[src/rtl/fetch_stage_if.sv]
// Bundles the fetch stage's hazard-unit, redirect, instruction-memory and
// decode-facing signals. The fetch stage uses the master modport; the
// surrounding pipeline or bench uses the slave modport.
interface fetch_stage_if;
  // hazard unit
  logic        iStallD;
  logic        iFlushD;
  // execute-stage redirect
  logic        iPCSrcE;
  logic [31:0] iPCTargetE;
  // instruction memory
  logic        oImemReq;
  logic [31:0] oImemAddr;
  logic [31:0] iImemRdata;
  // F/D register toward decode
  logic [31:0] oInstructionD;
  logic [31:0] oPCD;
  logic [31:0] oPCPlus4D;
  logic        oValidD;

  modport master (
    input  iStallD, iFlushD, iPCSrcE, iPCTargetE, iImemRdata,
    output oImemReq, oImemAddr, oInstructionD, oPCD, oPCPlus4D, oValidD
  );

  modport slave (
    output iStallD, iFlushD, iPCSrcE, iPCTargetE, iImemRdata,
    input  oImemReq, oImemAddr, oInstructionD, oPCD, oPCPlus4D, oValidD
  );
endinterface

[src/rtl/fetch_stage.sv]
// RV32I fetch stage: PC generation, 1-cycle-latency instruction memory
// requests, a one-entry skid buffer that catches the memory return while
// decode is stalled, and the F/D pipeline register.
module fetch_stage #(
  parameter logic [31:0] RESET_PC  = 32'h0000_0000,
  parameter logic [31:0] NOP_INSTR = 32'h0000_0013
) (
  input  logic          iClk,
  input  logic          iRstN,
  fetch_stage_if.master bus
);

  localparam logic [31:0] WORD_MASK = 32'hFFFF_FFFC;

  // fetch PC
  logic [31:0] pc_f_q, pc_f_d;
  // request issued last cycle; its data is on iImemRdata now
  logic        v1_q, v1_d;
  logic [31:0] pc1_q, pc1_d;
  // skid buffer
  logic        vs_q, vs_d;
  logic [31:0] instr_s_q, instr_s_d;
  logic [31:0] pc_s_q, pc_s_d;
  // F/D register
  logic [31:0] instr_d_q, instr_d_d;
  logic [31:0] pc_d_q, pc_d_d;
  logic [31:0] pc_plus4_d_q, pc_plus4_d_d;
  logic        valid_d_q, valid_d_d;

  logic        req;

  // A request is issued whenever decode can accept and no redirect is pending.
  // Including iRstN keeps the request low while reset is held.
  assign req           = iRstN & ~bus.iStallD & ~bus.iPCSrcE;
  assign bus.oImemReq  = req;
  assign bus.oImemAddr = pc_f_q & WORD_MASK;

  assign bus.oInstructionD = instr_d_q;
  assign bus.oPCD          = pc_d_q;
  assign bus.oPCPlus4D     = pc_plus4_d_q;
  assign bus.oValidD       = valid_d_q;

  // Next-state: redirect first, then stall/advance, then flush override.
  always_comb begin
    pc_f_d       = pc_f_q;
    v1_d         = v1_q;
    pc1_d        = pc1_q;
    vs_d         = vs_q;
    instr_s_d    = instr_s_q;
    pc_s_d       = pc_s_q;
    instr_d_d    = instr_d_q;
    pc_d_d       = pc_d_q;
    pc_plus4_d_d = pc_plus4_d_q;
    valid_d_d    = valid_d_q;

    if (bus.iPCSrcE) begin
      // Wrong-path work in flight and in the skid is discarded.
      pc_f_d    = bus.iPCTargetE & WORD_MASK;
      v1_d      = 1'b0;
      vs_d      = 1'b0;
      valid_d_d = 1'b0;
      instr_d_d = NOP_INSTR;
    end else begin
      if (req) begin
        pc_f_d = pc_f_q + 32'd4;
        v1_d   = 1'b1;
        pc1_d  = pc_f_q;
      end else begin
        v1_d   = 1'b0;
      end

      if (bus.iStallD) begin
        // No request is made while stalled, so the skid can only fill from
        // the return of the last pre-stall request.
        if (v1_q) begin
          vs_d      = 1'b1;
          instr_s_d = bus.iImemRdata;
          pc_s_d    = pc1_q;
        end
      end else if (vs_q) begin
        instr_d_d    = instr_s_q;
        pc_d_d       = pc_s_q;
        pc_plus4_d_d = pc_s_q + 32'd4;
        valid_d_d    = 1'b1;
        vs_d         = 1'b0;
      end else if (v1_q) begin
        instr_d_d    = bus.iImemRdata;
        pc_d_d       = pc1_q;
        pc_plus4_d_d = pc1_q + 32'd4;
        valid_d_d    = 1'b1;
      end else begin
        valid_d_d    = 1'b0;
        instr_d_d    = NOP_INSTR;
      end

      // Flush kills the decode slot even while stalled.
      if (bus.iFlushD) begin
        valid_d_d = 1'b0;
        instr_d_d = NOP_INSTR;
      end
    end
  end

  // State register with asynchronous active-low reset.
  always_ff @(posedge iClk or negedge iRstN) begin
    if (!iRstN) begin
      pc_f_q       <= RESET_PC;
      v1_q         <= 1'b0;
      pc1_q        <= 32'd0;
      vs_q         <= 1'b0;
      instr_s_q    <= NOP_INSTR;
      pc_s_q       <= 32'd0;
      instr_d_q    <= NOP_INSTR;
      pc_d_q       <= 32'd0;
      pc_plus4_d_q <= 32'd0;
      valid_d_q    <= 1'b0;
    end else begin
      pc_f_q       <= pc_f_d;
      v1_q         <= v1_d;
      pc1_q        <= pc1_d;
      vs_q         <= vs_d;
      instr_s_q    <= instr_s_d;
      pc_s_q       <= pc_s_d;
      instr_d_q    <= instr_d_d;
      pc_d_q       <= pc_d_d;
      pc_plus4_d_q <= pc_plus4_d_d;
      valid_d_q    <= valid_d_d;
    end
  end

endmodule

[src/flat_wrapper.sv]
// flat-port wrapper written by rule: the top's interface ports become plain ports
module fetch_stage_flat 
#(
  parameter logic [31:0] RESET_PC  = 32'h0000_0000,
  parameter logic [31:0] NOP_INSTR = 32'h0000_0013
)
  (iClk, iRstN, bus_iStallD, bus_iFlushD, bus_iPCSrcE, bus_iPCTargetE, bus_iImemRdata, bus_oImemReq, bus_oImemAddr, bus_oInstructionD, bus_oPCD, bus_oPCPlus4D, bus_oValidD);
  fetch_stage_if bus_i ();
  input  logic iClk;
  input  logic iRstN;
  input wire logic [$bits(bus_i.iStallD)-1:0] bus_iStallD;
  input wire logic [$bits(bus_i.iFlushD)-1:0] bus_iFlushD;
  input wire logic [$bits(bus_i.iPCSrcE)-1:0] bus_iPCSrcE;
  input wire logic [$bits(bus_i.iPCTargetE)-1:0] bus_iPCTargetE;
  input wire logic [$bits(bus_i.iImemRdata)-1:0] bus_iImemRdata;
  output wire logic [$bits(bus_i.oImemReq)-1:0] bus_oImemReq;
  output wire logic [$bits(bus_i.oImemAddr)-1:0] bus_oImemAddr;
  output wire logic [$bits(bus_i.oInstructionD)-1:0] bus_oInstructionD;
  output wire logic [$bits(bus_i.oPCD)-1:0] bus_oPCD;
  output wire logic [$bits(bus_i.oPCPlus4D)-1:0] bus_oPCPlus4D;
  output wire logic [$bits(bus_i.oValidD)-1:0] bus_oValidD;
  assign bus_i.iStallD = bus_iStallD;
  assign bus_i.iFlushD = bus_iFlushD;
  assign bus_i.iPCSrcE = bus_iPCSrcE;
  assign bus_i.iPCTargetE = bus_iPCTargetE;
  assign bus_i.iImemRdata = bus_iImemRdata;
  assign bus_oImemReq = bus_i.oImemReq;
  assign bus_oImemAddr = bus_i.oImemAddr;
  assign bus_oInstructionD = bus_i.oInstructionD;
  assign bus_oPCD = bus_i.oPCD;
  assign bus_oPCPlus4D = bus_i.oPCPlus4D;
  assign bus_oValidD = bus_i.oValidD;
  fetch_stage #(.RESET_PC(RESET_PC), .NOP_INSTR(NOP_INSTR)) u_core (.iClk(iClk), .iRstN(iRstN), .bus(bus_i));
endmodule
[config.mk]
export PLATFORM = sky130hd
export DESIGN_NAME = fetch_stage_flat
export DESIGN_NICKNAME = d
export VERILOG_FILES = /design/src/rtl/fetch_stage_if.sv /design/src/rtl/fetch_stage.sv /design/src/flat_wrapper.sv
export SDC_FILE = /design/constraint.sdc
export NUM_CORES = 1
export LEC_CHECK = 0
export ABC_AREA = 1
export BUFFER_PORTS_ARGS = -buffer_cell sky130_fd_sc_hd__clkbuf_2
export CAP_MARGIN = 20
export CORE_MARGIN = 2
export CORE_UTILIZATION = 40
export CTS_CLUSTER_DIAMETER = 50
export CTS_CLUSTER_SIZE = 25
export DETAILED_ROUTE_END_ITERATION = 10
export GPL_ROUTABILITY_DRIVEN = 0
export SYNTH_ARGS = -nofsm -noshare
export SYNTH_HDL_FRONTEND = slang
export SYNTH_SLANG_ARGS = --single-unit
export TNS_END_PERCENT = 100
[constraint.sdc]
create_clock -name iClk -period 2.32 [get_ports iClk]
set_clock_uncertainty 0.05 [all_clocks]
set_input_delay 0.232 -clock iClk [delete_from_list [all_inputs] [get_ports iClk]]
set_output_delay 0.232 -clock iClk [all_outputs]
set_load 0.05 [all_outputs]
# Word-level counts from Yosys, hierarchy flattened
# Cells that the tools add are included.
# classes
n_mux	21
div	0
add_sub_neg	3
reduce_logical	5
mul	0
shifts	0
eq_ne	2
order_cmp	0
bitwise_logic	4
# op_table
cell	count
$mux W32	11
$add A32 B3 Y32 const B	3
$mux W1	10
$ne A3 B1 Y1 const B	2
$reduce_and A3 Y1	2
$reduce_bool A2 Y1	2
$and A1 B1 Y1	2
$not A1 Y1	2
$reduce_and A2 Y1	1
# totals
mem_bits_rw	0
memories	0
mem_bits_ro	0
output_inout_bits	130
ff_bits	227
latchBits	0

# Depth between registers and ports, before layout
# logic_depth
ltp_word	5
ltp_mapped	14

# Worst setup path after synthesis
# Ideal clock, no wire load.
# synth_timing
path_kind	register to register
start	register u_core.pc_f_q[3]
end	register u_core.pc_f_q[20]
stages_incl_launch_ff	10
arrival_time_ps	1935
required_ps	2138
n_path_buf	1
slack_ps	203
path_cell_list	dfrtp_1 ha_1 nand2_1 nor2_1 nand4_2 nor2_1 buf_4 nand3_1 nand3_1 o211ai_1
# synth_via
elab_chain_len	3
# synth_rtl
item	line_no	rtl
from (decl)	fetch_stage.sv:16	logic [31:0] pc_f_q, pc_f_d;
from (signal assigned)	fetch_stage.sv:118	pc_f_q <= pc_f_d;
$add A32 B3 Y32	fetch_stage.sv:65	pc_f_d = pc_f_q + 32'd4;
$mux W32	fetch_stage.sv:64	if (req) begin
$mux W32	fetch_stage.sv:56	if (bus.iPCSrcE) begin
# No other way between the ends. The select of a mux whose other input is x is not followed.
# A chain may end at the register's enable or synchronous reset.

# Final worst setup path
# layout_timing
start	input iRstN
end	output bus_oImemReq
# layout_via
elab_chain_len	2
# layout_rtl
item	line_no	rtl
from (decl)	flat_wrapper.sv:10	input logic iRstN;
$and A1 B1 Y1 (2 in series)	fetch_stage.sv:34	assign req = iRstN & ~bus.iStallD & ~bus.iPCSrcE;
to (decl)	flat_wrapper.sv:16	output wire logic [$bits(bus_i.oImemReq)-1:0] bus_oImemReq;
# No other way between the ends.

==> metrics.md <==
| Metric | Value |
|---|---|
| Status | `finished, final reports clean` |
| Max-Cap Viols | `0` |
| Data arrival, critical path | `between 1.5 and 2 ns` |
| RSZ-0062 raised after global routing | `no` |
| First-pass GRT wire length | `45500 µm` |
| Crit path max fanout | `30` |
| Routed vias | `9102` |
| CTS root buf | `clkbuf_16` |
| Ys flop type | `dfrtp_1` |
| Synth warnings | `0` |
| Synth Instances | `1219` |
| DRT iter0 DRCs | `between 600 and 700` |
| Clock Tree Buf Depth | `3` |
| Critical Path End Type | `output pin` |
| Die Wd | `165 µm` |
| PortBufs | `190` |
| Post-place setup slack | `~0.22 ns` |
| Post-synth ARST share | `100%` |
| VDD IR-drop max | `between 0.0007 and 0.0008 V` |
| Post-synth top area share | `50.9%` |
| Number of max-slew violations in the final report | `0` |
| Initial cell density of the core | `41.0%` |
| Wirelength, routed | `approximately 28000 µm` |
| Slew @ Worst Pin | `a little under 0.7 ns` |
| Part of the cycle the worst path needs | `roughly 92%` |
| Core footprint | `0.0253 mm²` |
| Flip-flop and latch count after synthesis | `217` |
| Remaining global-route overflow | `0` |
| PD cells | `968 mW/mm²` |
| Final #Nets | `1546` |
| WHS | `0.0456 ns` |
| Final Critical Period | `between 2 and 2.5 ns` |
| Fin cells | `1826` |
| DRC errors left | `0` |
| Inserted Clock Buffers | `27` |
| Vias in the first global route | `8663` |
| Slew headroom | `54.4%` |
| Via/cell ratio | `4.98` |
| Final count of negative-setup-slack endpoints | `0` |
| CP max stage delay | `approximately 0.56 ns` |
| Startpoint class of the critical path | `input pin` |
| Max Clk Rate | `0.469 GHz` |
| Cell Chain, Critical Path | `dlygate4sd3_1, buf_8, nand2_1, nor2_2, buf_4, buf_12` |
| Count of cell types in the netlist | `43` |
| Sequential-to-total area share from yosys stat | `52.4%` |
| Die area | `0.0272 mm²` |
| Pleak | `around 6.5 nW` |
| Area grow syn2layout | `28.6%` |
| Clk pin slew, worst setup/hold paths | `about 0.060 ns` |
| Num rows | `58` |
| Top cells by area, synth | `dfrtp_1 (51%), nand2_1 (14%), o21ai_0 (4.3%)` |
| Num ports | `199` |
| Layout cells sized above 1 | `24.3%` |
| CTS tree | `yes` |
| CTS sink cnt | `217` |
| Post-CTS Setup Inserts | `0` |
| Largest net degree at the start of global routing | `roughly 120` |
| Inst Count DP | `1712` |
| H-tree levels | `1` |
| Fin worst setup slack | `roughly 0.19 ns` |
| Post-route ant nets | `0` |
| Worst min path class | `in2reg` |
| Hold Violations, Final | `0` |
| Clk_lat worst skew | `0.54 ns` |
| Die extent in y | `~170 µm` |
| Drt wl/cell | `15.3 µm` |
| Worst setup path category | `in2out` |
| Critical Path Slowest Stage Cell | `dlygate4sd3_1` |
| N_diodes | `0` |
| Avg Cell Area, Syn | `8.51 µm²` |
| Leading area contributor after synthesis | `dfrtp_1` |
| Setup_tns | `0 ns` |
| Number of flops mapped to enable cells by yosys | `0` |
| HPWL after DPL | `~19000 µm` |
| Initial antenna violation count | `0` |
| Worst EP required | `2.04 ns` |
| R2r setup slk | `0.26 ns` |
| Gr usage total | `20.9%` |
| Initial DRT Pass Iterations | `5` |
| Post-Syn Area | `0.0104 mm²` |
## kinds of logic (layout without fill, tap and decap cells)
logic type                 count (synthesis)  in the layout  share of synthesized area, %
other                                      1              6                        0.0361
muxes                                     38             38                          4.12
and+or+nand+nor                          633            633                          26.1
xor gates and xnor gates                   5              5                         0.422
AOI/OAI and AO/OA                        176            176                          10.2
DFF                                      217            217                          52.4
adders and majority gates                  2              2                         0.241
buffers and inverters                    147            419                          6.49
## cells in the final DEF, fill, tap and decap left out, types with 9 or more instances in the layout
master and instances:
nor2_1 94, clkbuf_16 27, dlygate4sd3_1 64, o211ai_1 17, dfrtp_1 210, nand2_1 391
inv_1 81, o21ai_0 89, nand3_1 77, a21oi_1 13, a22oi_1 31, mux2_2 38
nand4_1 16, nor2_2 10, nand2_2 17, buf_4 27, clkbuf_2 188, nor2_4 9
## flip-flops by register name, summed over array words and instances (netlist names), 30 cells and up
name,count
u_core.bus.oInstructionD,32
u_core.bus.oPCD,30
u_core.bus.oPCPlus4D,30
u_core.instr_s_q,32
u_core.pc1_q,30
u_core.pc_f_q,30
u_core.pc_s_q,30
## stage by stage
step                      cell area [µm²]  util (%)  power, mW
after floorplan                     10400         -       7.29
after global placement              11700      46.2       8.16
after detailed placement            11700      46.2       8.23
after CTS                           13300      52.7       13.0
after global routing                13300      52.7       13.6
final                               13300      52.7       12.9
## layout make-up
cell class / count / area, µm²
clock buffers: 27 / 676
clock inverters: 23 / 329
fillers: 2398 / 12000
inverters: 86 / 335
multi-input cells: 860 / 4290
flip-flops and latches: 217 / 5440
well taps: 330 / 413
repair buffers: 283 / 1860
## cells in the mapped netlist, types with 2 or more instances
master     number
a21oi_1        13
a22oi_1        31
a31oi_1         7
and2_1          2
buf_2          25
buf_4           8
buf_6           4
buf_8           2
clkbuf_1       22
dfrtp_1       211
dfstp_2         6
ha_1            2
inv_1          81
inv_2           4
mux2_2         38
nand2_1       392
nand2_2        16
nand3_1        77
nand3b_1        3
nand4_1        16
nor2_1         96
nor2_2          8
nor2_4          9
nor3_1          6
o2111ai_1       4
o211ai_1       17
o21a_1          2
o21ai_0        89
o21ai_1         6
o311ai_0        3
or2_2           4
xnor2_1         3
xor2_1          2
## final timing paths
check	start	to	cells after the start
hold / removal	bus_iPCSrcE	u_core.pc_s_q[17]$_DFFE_PN0P_	4
setup / recovery	iRstN	bus_oImemReq	6
min in group asynchronous	iRstN	u_core.bus.oPCD[4]$_DFFE_PN0P_	3
hold reg to reg	u_core.bus.oPCD[17]$_DFFE_PN0P_	u_core.bus.oPCD[17]$_DFFE_PN0P_	2
setup reg to reg	u_core.vs_q$_DFFE_PN0P_	u_core.bus.oPCPlus4D[25]$_DFFE_PN0P_	10
max in group asynchronous	iRstN	u_core.bus.oPCPlus4D[23]$_DFFE_PN0P_	4
## repair_timing
item / in CTS / in global routing
endpoints found under the hold margin: 253 / 0
gates resized for setup: 0 / 1
hold buffers: 64 / 0
setup endpoints to repair: 0 / 1
## metal layers
| layer | share of wire [%] | up-vias | global-route usage [%] |
|---|---|---|---|
| met5 | 0 | - | 0 |
| met4 | 1.6 | 0 | 4.78 |
| met3 | 5.8 | 38 | 2.95 |
| met2 | 44 | 300 | 31.8 |
| met1 | 49 | 4252 | 31.5 |
| li1 | - | 4512 | - |
## where the power goes
group          internal, mW  total, mW  switching [mW]  leakage, nW
Combinational         0.897       3.24            2.34         3.26
Clock                  2.87       4.67            1.81        0.483
Sequential             4.52       5.01           0.492         2.73
Total                  8.28       12.9            4.64         6.47
## critical path: cells and delay by family
family | cells | cell delay [ns]
AND/OR/NAND/NOR | 2 | 0.35
buffers and inverters | 4 | 1.24
No activity file was read; power rests on OpenSTA's default activity.
